--- src/rtl/light_track_if.sv ---
// Button and display bundle between the synchronised
// player inputs, the light_track controller and the LED driver.
interface light_track_if #(
    parameter int NUM_LIGHTS = 9,
    parameter int SCORE_W    = 3
);
    logic                  L;
    logic                  R;
    logic [NUM_LIGHTS-1:0] lights;
    logic [1:0]            winner;
    logic [SCORE_W-1:0]    score_l;
    logic [SCORE_W-1:0]    score_r;
    logic                  game_over;

    modport master (
        output L, R,
        input  lights, winner, score_l, score_r, game_over
    );

    modport slave (
        input  L, R,
        output lights, winner, score_l, score_r, game_over
    );
endinterface

--- src/rtl/light_track.sv ---
// Centralised tug-of-war light row: one lit position pushed by
// edge-detected L/R presses, per-side scores and a timed win display.
module light_track #(
    parameter int NUM_LIGHTS  = 9,
    parameter int HOLD_CYCLES = 8,
    parameter int SCORE_W     = 3
) (
    input  logic         Clock,
    input  logic         Reset,
    light_track_if.slave io_bus
);
    localparam int PW = (NUM_LIGHTS > 1) ? $clog2(NUM_LIGHTS) : 1;
    localparam int HW = (HOLD_CYCLES > 1) ? $clog2(HOLD_CYCLES) : 1;

    localparam logic [PW-1:0]      P_CTR  = PW'((NUM_LIGHTS - 1) / 2);
    localparam logic [PW-1:0]      P_MAX  = PW'(NUM_LIGHTS - 1);
    localparam logic [HW-1:0]      H_LAST = HW'(HOLD_CYCLES - 1);
    localparam logic [SCORE_W-1:0] S_MAX  = '1;
    localparam logic [NUM_LIGHTS-1:0] ONE = NUM_LIGHTS'(1);

    typedef enum logic [1:0] {
        S_PLAY = 2'b00,
        S_WIN  = 2'b01,
        S_DONE = 2'b10
    } state_t;

    state_t                r_state;
    logic [PW-1:0]         r_pos;
    logic [HW-1:0]         r_hold;
    logic                  r_prev_l;
    logic                  r_prev_r;
    logic [NUM_LIGHTS-1:0] r_lights;
    logic [1:0]            r_winner;
    logic [SCORE_W-1:0]    r_score_l;
    logic [SCORE_W-1:0]    r_score_r;
    logic                  r_game_over;

    state_t                w_state;
    logic [PW-1:0]         w_pos;
    logic [HW-1:0]         w_hold;
    logic [NUM_LIGHTS-1:0] w_lights;
    logic [1:0]            w_winner;
    logic [SCORE_W-1:0]    w_score_l;
    logic [SCORE_W-1:0]    w_score_r;
    logic                  w_game_over;
    logic                  w_press_l;
    logic                  w_press_r;
    logic                  w_move_l;
    logic                  w_move_r;

    function automatic logic [SCORE_W-1:0] sat_inc(
        input logic [SCORE_W-1:0] s
    );
        return (s == S_MAX) ? s : s + 1'b1;
    endfunction

    assign w_press_l = io_bus.L & ~r_prev_l;
    assign w_press_r = io_bus.R & ~r_prev_r;
    assign w_move_l  = w_press_l & ~w_press_r;
    assign w_move_r  = w_press_r & ~w_press_l;

    always_ff @(posedge Clock) begin
        if (Reset) begin
            r_state     <= S_PLAY;
            r_pos       <= P_CTR;
            r_hold      <= '0;
            r_prev_l    <= 1'b1;
            r_prev_r    <= 1'b1;
            r_lights    <= ONE << P_CTR;
            r_winner    <= 2'b00;
            r_score_l   <= '0;
            r_score_r   <= '0;
            r_game_over <= 1'b0;
        end else begin
            r_state     <= w_state;
            r_pos       <= w_pos;
            r_hold      <= w_hold;
            r_prev_l    <= io_bus.L;
            r_prev_r    <= io_bus.R;
            r_lights    <= w_lights;
            r_winner    <= w_winner;
            r_score_l   <= w_score_l;
            r_score_r   <= w_score_r;
            r_game_over <= w_game_over;
        end
    end

    always_comb begin
        w_state     = r_state;
        w_pos       = r_pos;
        w_hold      = r_hold;
        w_winner    = r_winner;
        w_score_l   = r_score_l;
        w_score_r   = r_score_r;
        w_game_over = r_game_over;
        w_lights    = '0;
        case (r_state)
            S_PLAY: begin
                if (w_move_l) begin
                    if (r_pos == P_MAX) begin
                        w_winner  = 2'b10;
                        w_score_l = sat_inc(r_score_l);
                        w_hold    = '0;
                        w_state   = (w_score_l == S_MAX) ? S_DONE : S_WIN;
                    end else begin
                        w_pos = r_pos + 1'b1;
                    end
                end else if (w_move_r) begin
                    if (r_pos == '0) begin
                        w_winner  = 2'b01;
                        w_score_r = sat_inc(r_score_r);
                        w_hold    = '0;
                        w_state   = (w_score_r == S_MAX) ? S_DONE : S_WIN;
                    end else begin
                        w_pos = r_pos - 1'b1;
                    end
                end
            end
            S_WIN: begin
                // Counter is cleared on entry, so checking the last
                // value here gives exactly HOLD_CYCLES cycles of display.
                if (r_hold == H_LAST) begin
                    w_state  = S_PLAY;
                    w_pos    = P_CTR;
                    w_winner = 2'b00;
                    w_hold   = '0;
                end else begin
                    w_hold = r_hold + 1'b1;
                end
            end
            S_DONE: begin
                w_state = S_DONE;
            end
            default: begin
                w_state  = S_PLAY;
                w_pos    = P_CTR;
                w_winner = 2'b00;
                w_hold   = '0;
            end
        endcase
        if (w_state == S_DONE)
            w_game_over = 1'b1;
        if (w_state == S_PLAY)
            w_lights = ONE << w_pos;
    end

    assign io_bus.lights    = r_lights;
    assign io_bus.winner    = r_winner;
    assign io_bus.score_l   = r_score_l;
    assign io_bus.score_r   = r_score_r;
    assign io_bus.game_over = r_game_over;
endmodule
--- src/flat_wrapper.sv ---
// flat-port wrapper written by rule: the top's interface ports become plain ports
module light_track_flat 
#(
    parameter int NUM_LIGHTS  = 9,
    parameter int HOLD_CYCLES = 8,
    parameter int SCORE_W     = 3
)
  (Clock, Reset, io_bus_L, io_bus_R, io_bus_lights, io_bus_winner, io_bus_score_l, io_bus_score_r, io_bus_game_over);
  light_track_if #(.NUM_LIGHTS(NUM_LIGHTS), .SCORE_W(SCORE_W)) io_bus_i ();
  input  logic Clock;
  input  logic Reset;
  input wire logic [$bits(io_bus_i.L)-1:0] io_bus_L;
  input wire logic [$bits(io_bus_i.R)-1:0] io_bus_R;
  output wire logic [$bits(io_bus_i.lights)-1:0] io_bus_lights;
  output wire logic [$bits(io_bus_i.winner)-1:0] io_bus_winner;
  output wire logic [$bits(io_bus_i.score_l)-1:0] io_bus_score_l;
  output wire logic [$bits(io_bus_i.score_r)-1:0] io_bus_score_r;
  output wire logic [$bits(io_bus_i.game_over)-1:0] io_bus_game_over;
  assign io_bus_i.L = io_bus_L;
  assign io_bus_i.R = io_bus_R;
  assign io_bus_lights = io_bus_i.lights;
  assign io_bus_winner = io_bus_i.winner;
  assign io_bus_score_l = io_bus_i.score_l;
  assign io_bus_score_r = io_bus_i.score_r;
  assign io_bus_game_over = io_bus_i.game_over;
  light_track #(.NUM_LIGHTS(NUM_LIGHTS), .HOLD_CYCLES(HOLD_CYCLES), .SCORE_W(SCORE_W)) u_core (.Clock(Clock), .Reset(Reset), .io_bus(io_bus_i));
endmodule
--- config.mk ---
export PLATFORM = sky130hd
export DESIGN_NAME = light_track_flat
export DESIGN_NICKNAME = d
export VERILOG_FILES = /design/src/rtl/light_track_if.sv /design/src/rtl/light_track.sv /design/src/flat_wrapper.sv
export SDC_FILE = /design/constraint.sdc
export NUM_CORES = 1
export LEC_CHECK = 0
export BUFFER_PORTS_ARGS = -buffer_cell sky130_fd_sc_hd__buf_2
export CAP_MARGIN = 30
export CELL_PAD_IN_SITES_DETAIL_PLACEMENT = 1
export CELL_PAD_IN_SITES_GLOBAL_PLACEMENT = 2
export CORE_MARGIN = 5
export CORE_UTILIZATION = 34
export DETAILED_ROUTE_END_ITERATION = 10
export HOLD_SLACK_MARGIN = 0.12
export PLACE_DENSITY_LB_ADDON = 0.2
export SLEW_MARGIN = 20
export SYNTH_ARGS = -nofsm -noshare
export SYNTH_HDL_FRONTEND = slang
export SYNTH_SLANG_ARGS = --single-unit
--- constraint.sdc ---
create_clock -name Clock -period 2.3 [get_ports Clock]
set_input_delay 0.115 -clock Clock [delete_from_list [all_inputs] [get_ports Clock]]
set_output_delay 0.115 -clock Clock [all_outputs]
set_load 0.005 [all_outputs]
## After elaboration in Yosys (flattened, before gate mapping)

Index checks and enable logic that the tools add are counted.

| cells by class | value |
|---|---|
| add/sub/neg operators | 5 |
| eq/ne operators | 13 |
| shifts and indexed selects | 1 |
| multiplexer cells | 29 |
| bitwise logic cells | 11 |
| reduce and logical (&&, ||, !) cells | 8 |

Operator list:

| kind | number |
|---|---|
| 2-bit two-way mux | 12 |
| 3-bit two-way mux | 7 |
| 4-bit two-way mux | 5 |
| 3-bit equality test, second input constant | 5 |
| 2-bit one-hot mux with 3 select lines | 2 |
| 4-bit one-hot mux with 3 select lines | 1 |
| 3-bit by 1-bit adder with 3-bit output, second input constant | 3 |
| 3-bit one-hot mux with 3 select lines | 1 |
| 1-bit by 4-bit left shift with 9-bit output, first input constant | 1 |
| 4-bit AND reduction | 2 |
| 1-bit NOT | 7 |
| 3-bit by 1-bit inequality test with 1-bit output, second input constant | 2 |
| 5-bit two-way mux | 1 |
| 5-bit AND reduction | 1 |
| 4-bit by 1-bit adder with 4-bit output, second input constant | 1 |
| 1-bit bitwise AND | 4 |
| 2-bit equality test, second input constant | 2 |
| 4-bit equality test, second input constant | 1 |
| 2-bit logical NOT | 2 |
| 4-bit logical NOT | 1 |
| 4-bit by 1-bit subtractor with 4-bit output, second input constant | 1 |
| 3-bit inequality test, second input constant | 1 |
| 3-bit AND reduction | 1 |
| 2-bit by 1-bit equality test with 1-bit output, second input constant | 1 |
| other kinds (2) | 2 |

| word-level totals | value |
|---|---|
| register bits after elaboration | 29 |
| input port bits | 4 |
| output and inout port bits | 18 |
| logic and storage cells | 78 |

## Depth between registers and ports, before layout

| depth | value |
|---|---|
| word-level depth | 11 |
| gate-level depth with buffers | 8 |
| depth with buffers taken out | 8 |

## Worst setup path after synthesis

No wires, ideal clock.

| timing path | value |
|---|---|
| kind | register to register |
| start | register u_core.r_pos[1] |
| end | register u_core.r_lights[4], in the netlist u_core.io_bus.lights[4] |
| library setup time | 115 ps |
| arrival time | 1838 ps |
| required time | 2185 ps |
| setup slack | 346 ps |
| cell stages (with the launch flop) | 9 |
| path buffers | 0 |
| cells stage by stage | dfxtp_1 > inv_1 > ha_1 > or3b_4 > nand3_2 > a21oi_2 > mux2_4 > nor2b_4 > a31o_1 |

| between the ends | value |
|---|---|
| longest elaborated chain between the ends | 7 |

Ends and longest elaborated chain:

| element | RTL line | source |
|---|---|---|
| start, declared | light_track.sv:28 | `logic [PW-1:0] r_pos;` |
| start signal, assigned | light_track.sv:76 | `r_pos <= w_pos;` |
| 4-bit by 1-bit subtractor with 4-bit output or 4-bit logical NOT (tied branches) | light_track.sv:115, light_track.sv:109 |  |
| 4-bit two-way mux or 2-bit two-way mux (tied branches) | light_track.sv:109 | `if (r_pos == '0) begin` |
| 4-bit two-way mux or 2-bit two-way mux (tied branches) | light_track.sv:108 | `end else if (w_move_r) begin` |
| 4-bit two-way mux or 2-bit two-way mux (tied branches) | light_track.sv:99 | `if (w_move_l) begin` |
| 4-bit one-hot mux with 3 select lines or 2-bit one-hot mux with 3 select lines (tied branches) | light_track.sv:97 | `case (r_state)` |
| 1-bit by 4-bit left shift with 9-bit output or 2-bit logical NOT (tied branches) | light_track.sv:144, light_track.sv:143 |  |
| 5-bit two-way mux (*) | light_track.sv:143 | `if (w_state == S_PLAY)` |
| end signal, assigned | light_track.sv:69 | `r_lights <= ONE << P_CTR;` |
| end signal, assigned | light_track.sv:80 | `r_lights <= w_lights;` |
| end, declared | light_track.sv:32 | `logic [NUM_LIGHTS-1:0] r_lights;` |

Every way passes the cells marked *; elsewhere a longest branch is shown, timed or not.
A chain may end at the register's enable or synchronous reset.

## Worst setup path in the final report

| timing path | value |
|---|---|
| start | register u_core.r_pos[0] |
| end | register u_core.r_lights[8], in the netlist u_core.io_bus.lights[8] |

| between the ends | value |
|---|---|
| longest elaborated chain between the ends | 8 |

Ends and longest elaborated chain:

| element |
|---|
| branches (longest 8 deep; another with 4-bit by 1-bit subtractor with 4-bit output) |

Several ways; the timed one is not identified.

==> report_table.html <==
<table>
<tr><th>Metric</th><th>Value</th></tr>
<tr><th colspan="2">CTS</th></tr>
<tr><td>Clock network latency to the later pin of the worst-skew pair</td><td>0.28 ns</td></tr>
<tr><td>Post-CTS clock slew at the launch and capture registers of the worst setup and hold paths</td><td>0.06 ns</td></tr>
<tr><td>Clock tree from TritonCTS</td><td>yes</td></tr>
<tr><td>Maximum level of the CTS H-tree</td><td>2</td></tr>
<tr><td>Root buffer selected by CTS</td><td>sky130_fd_sc_hd__clkbuf_8</td></tr>
<tr><td>Clk buf depth</td><td>2</td></tr>
<tr><td>Inserted Clock Buffers</td><td>5</td></tr>
<tr><td>Clock sink count</td><td>29</td></tr>
<tr><th colspan="2">Timing</th></tr>
<tr><td>Setup repair after global routing missed its margin</td><td>false</td></tr>
<tr><td>Pin slew with the least headroom to its limit</td><td>0.500 ns</td></tr>
<tr><td>Final worst path period need</td><td>2.13 ns</td></tr>
<tr><td>Setup skew after layout</td><td>0.00280 ns</td></tr>
<tr><td>Number of max-slew violations in the final report</td><td>0</td></tr>
<tr><td>Final clock period utilization by the worst path</td><td>0.927</td></tr>
<tr><td>Count of endpoints failing setup in the final report</td><td>0</td></tr>
<tr><td>Final Hold Violating Endpoints</td><td>0</td></tr>
<tr><td>Fmax</td><td>0.469 GHz</td></tr>
<tr><td>Worst-case headroom to the max-slew limit</td><td>0.665</td></tr>
<tr><td>Total Negative Setup Slacks</td><td>0 ns</td></tr>
<tr><th colspan="2">Yosys</th></tr>
<tr><td>Number of warning messages in the yosys log</td><td>0</td></tr>
<tr><td>Cells after synthesis</td><td>170</td></tr>
<tr><td>Share of the synthesized area in the top cell type</td><td>0.380</td></tr>
<tr><td>Mean Syn Cell Area</td><td>8.99 um2</td></tr>
<tr><td>Yosys top cell by area</td><td>sky130_fd_sc_hd__dfxtp_1</td></tr>
<tr><td>Post-synthesis cell type count</td><td>55</td></tr>
<tr><td>Seq/Total Area, Yosys</td><td>0.380</td></tr>
<tr><td>Top cells by area, synth</td><td>sky130_fd_sc_hd__dfxtp_1 38%, sky130_fd_sc_hd__ha_1 4.9%, sky130_fd_sc_hd__nor2_1 4.2%</td></tr>
<tr><td>Leading cell type by number of instances after synthesis</td><td>sky130_fd_sc_hd__dfxtp_1</td></tr>
<tr><td>Count of flip-flops with a built-in enable after synthesis</td><td>0</td></tr>
<tr><td>Post-synthesis instance area</td><td>1530 um2</td></tr>
<tr><td>Post-Syn Nets</td><td>180</td></tr>
<tr><td>Synth top cells by count</td><td>29 x sky130_fd_sc_hd__dfxtp_1, 17 x sky130_fd_sc_hd__nor2_1, 12 x sky130_fd_sc_hd__nand2_1</td></tr>
<tr><td>Count of state elements after synthesis</td><td>29</td></tr>
<tr><td>Commonest register cell after synthesis</td><td>sky130_fd_sc_hd__dfxtp_1</td></tr>
<tr><td>Share of synthesized flip-flops with an asynchronous set or reset</td><td>0</td></tr>
<tr><th colspan="2">Route</th></tr>
<tr><td>Detailed-route vias per instance</td><td>5.22</td></tr>
<tr><td>Via Count</td><td>1301</td></tr>
<tr><td>Post-detailed-route count of antenna-violating nets</td><td>0</td></tr>
<tr><td>Iteration count of the initial detailed-routing pass</td><td>4</td></tr>
<tr><td>Average routed wire per standard cell</td><td>14.7 um</td></tr>
<tr><td>Number of DRC markers in iteration 0</td><td>60</td></tr>
<tr><td>Total Routed Length</td><td>3.66 mm</td></tr>
<tr><td>DRC Markers</td><td>0</td></tr>
<tr><th colspan="2">Worst setup path</th></tr>
<tr><td>Top fanout value on the critical path</td><td>6</td></tr>
<tr><td>Kind of launch point of the worst setup path</td><td>register</td></tr>
<tr><td>Nature of the critical path endpoint</td><td>register</td></tr>
<tr><td>Arrival time of data at the critical path endpoint</td><td>2.33 ns</td></tr>
<tr><td>Required time of the critical path</td><td>2.50 ns</td></tr>
<tr><td>Category of the critical setup timing path</td><td>register to register</td></tr>
<tr><th colspan="2">Floorplan</th></tr>
<tr><td>Starting Density</td><td>0.351</td></tr>
<tr><td>Boundary pin count</td><td>22</td></tr>
<tr><td>Core area</td><td>4350 um2</td></tr>
<tr><td>Vertical die dimension</td><td>77.0 um</td></tr>
<tr><td>Die span in x</td><td>77.0 um</td></tr>
<tr><td>Area of the die</td><td>5930 um2</td></tr>
<tr><td>Standard-cell rows</td><td>24</td></tr>
<tr><th colspan="2">GRT</th></tr>
<tr><td>Vias in the first global route</td><td>1391</td></tr>
<tr><td>Global-route wire length before repair</td><td>6.42 mm</td></tr>
<tr><td>Overall fraction of global-route tracks in use</td><td>0.132</td></tr>
<tr><td>Global-route congestion overflow total</td><td>0</td></tr>
<tr><td>Initial antenna violation count</td><td>0</td></tr>
<tr><td>Largest net degree at the start of global routing</td><td>23</td></tr>
<tr><th colspan="2">Outcome</th></tr>
<tr><td>Outcome</td><td>finished, final reports clean</td></tr>
<tr><th colspan="2">Layout</th></tr>
<tr><td>Area growth from synthesis to layout</td><td>17.3%</td></tr>
<tr><td>Total area of multi-input combinational cells</td><td>870 um2</td></tr>
<tr><td>Layout net count</td><td>206</td></tr>
<tr><td>Area of all placed cells without fillers</td><td>1790 um2</td></tr>
<tr><td>Filler cell count</td><td>532</td></tr>
<tr><td>Post-layout instance count excluding filler cells</td><td>249</td></tr>
<tr><td>Antenna Diode Count</td><td>0</td></tr>
<tr><td>Register area</td><td>582 um2</td></tr>
<tr><td>Fraction of final layout cells sized beyond drive strength 1</td><td>0.264</td></tr>
<tr><th colspan="2">Power and ir drop</th></tr>
<tr><td>Leakage power</td><td>0.724 nW</td></tr>
<tr><td>Power density over cell area</td><td>617 nW/um2</td></tr>
<tr><td>Maximum resistive drop on vdd</td><td>0.240 mV</td></tr>
<tr><th colspan="2">Placed design</th></tr>
<tr><td>Weighted congestion at the end of routability-driven global placement</td><td>0.815</td></tr>
<tr><td>Detailed placement HPWL</td><td>2.77 mm</td></tr>
<tr><td>Placed inst area</td><td>1660 um2</td></tr>
<tr><td>Total of buffers placed on input and output ports</td><td>21</td></tr>
<tr><td>Number of instances in the placed design</td><td>239</td></tr>
<tr><th colspan="2">Job</th></tr>
<tr><td>MaxCap Viol Count</td><td>0</td></tr>
<tr><th colspan="2">Min path</th></tr>
<tr><td>Class of the most critical hold timing path</td><td>input pin to register</td></tr>
</table>
[report_power, final]
part	total, mW	internal [mW]	switching, mW
Clock	0.459	0.270	0.189
Combinational	0.119	0.0538	0.0651
Sequential	0.527	0.516	0.0110
Total	1.11	0.840	0.265
[final cells by class]
type                            count  share of cell area
Tap cell                           52              0.0363
Timing Repair Buffer               26              0.0824
Sequential cell                    29               0.325
Clock inverter                      1             0.00279
Inverter                            7              0.0147
Multi-Input combinational cell    127               0.485
Clock buffer                        7              0.0538
[logic make-up after synthesis]
family / after synthesis / synth area share
buf+inv: 14 / 0.0573
flops: 29 / 0.380
xor+xnor: 2 / 0.0115
simple gates: 81 / 0.316
compound gates: 35 / 0.163
mux: 3 / 0.0229
fa+ha+maj: 6 / 0.0491
[registers in the layout (all words and copies together), names as in the netlist]
signal and cells:
u_core.io_bus.game_over 1, u_core.io_bus.lights 9, u_core.io_bus.score_l 3, u_core.io_bus.score_r 3
u_core.io_bus.winner 2, u_core.r_hold 3, u_core.r_pos 4, u_core.r_prev_l 1
u_core.r_prev_r 1, u_core.r_state 2
[cell usage in the layout, fill, tap and decap left out, drive strengths merged, types with 2 or more instances in the layout]
cell and count:
nor2 18, inv 7, and2b 2, a21boi 2, nand2b 2, nor3 8, nand2 12, a21oi 13
nand3b 2, ha 6, o21ai 6, nand4 3, or2b 2, or2 3, mux2i 2, a211oi 2
dfxtp 29, clkbuf 7, a22oi 2, dlygate4sd3 2, nand3 10, nor3b 4, buf 24, nor4 3
or3 3, nor2b 6
[layer usage]
metal / GRT usage / part of all wire / up-vias / wire length (um)
li1: - / - / 653 / -
met1: 0.156 / 0.44 / 625 / 1610
met2: 0.234 / 0.52 / 21 / 1900
met3: 0.0340 / 0.037 / 2 / 135
met4: 0.0361 / 0.0022 / 0 / 8
met5: 0 / 0 / - / 0
[path summary, 6_finish.rpt]
path	startpoint	end	slack [ns]	cells past startpoint
max	u_core.r_pos[0]	u_core.io_bus.lights[8]	0.17	8
min	Reset	u_core.r_pos[0]	0.24	2
max reg2reg	u_core.r_pos[0]	u_core.io_bus.lights[8]	0.17	8
min reg2reg	u_core.io_bus.game_over	u_core.io_bus.game_over	0.45	2
[per-stage QoR]
stage | worst slack [ns] | power, mW | hold slack, ns | utilization
3_5_place_dp | 0.150 | 0.654 | 0.335 | 0.381
2_1_floorplan | 0.346 | 0.627 | 0.216 | -
3_3_place_gp | 0.191 | 0.651 | 0.327 | 0.381
5_1_grt | 0.00114 | 1.17 | 0.268 | 0.411
4_1_cts | 0.0769 | 1.13 | 0.248 | 0.409
6_report | 0.168 | 1.11 | 0.242 | 0.411
[worst max-delay path, cell delays in order, from the launching register on]
cell and delay, ns:
sky130_fd_sc_hd__dfxtp_1 0.36, sky130_fd_sc_hd__inv_1 0.08, sky130_fd_sc_hd__ha_1 0.24, sky130_fd_sc_hd__or3b_4 0.44, sky130_fd_sc_hd__nand4_1 0.11, sky130_fd_sc_hd__a21boi_1 0.27
sky130_fd_sc_hd__and3b_1 0.27, sky130_fd_sc_hd__nand2_1 0.11, sky130_fd_sc_hd__nor3b_2 0.18
[timing repair]
| action | in CTS | in global routing |
|---|---|---|
| hold buffers | 2 | 0 |
| buffers inserted | 0 | 0 |
| endpoints found under the setup margin | 0 | 3 |
| resized for setup | 0 | 2 |
| hold endpoints to repair | 2 | 0 |
(Power assumes the default switching activity.)
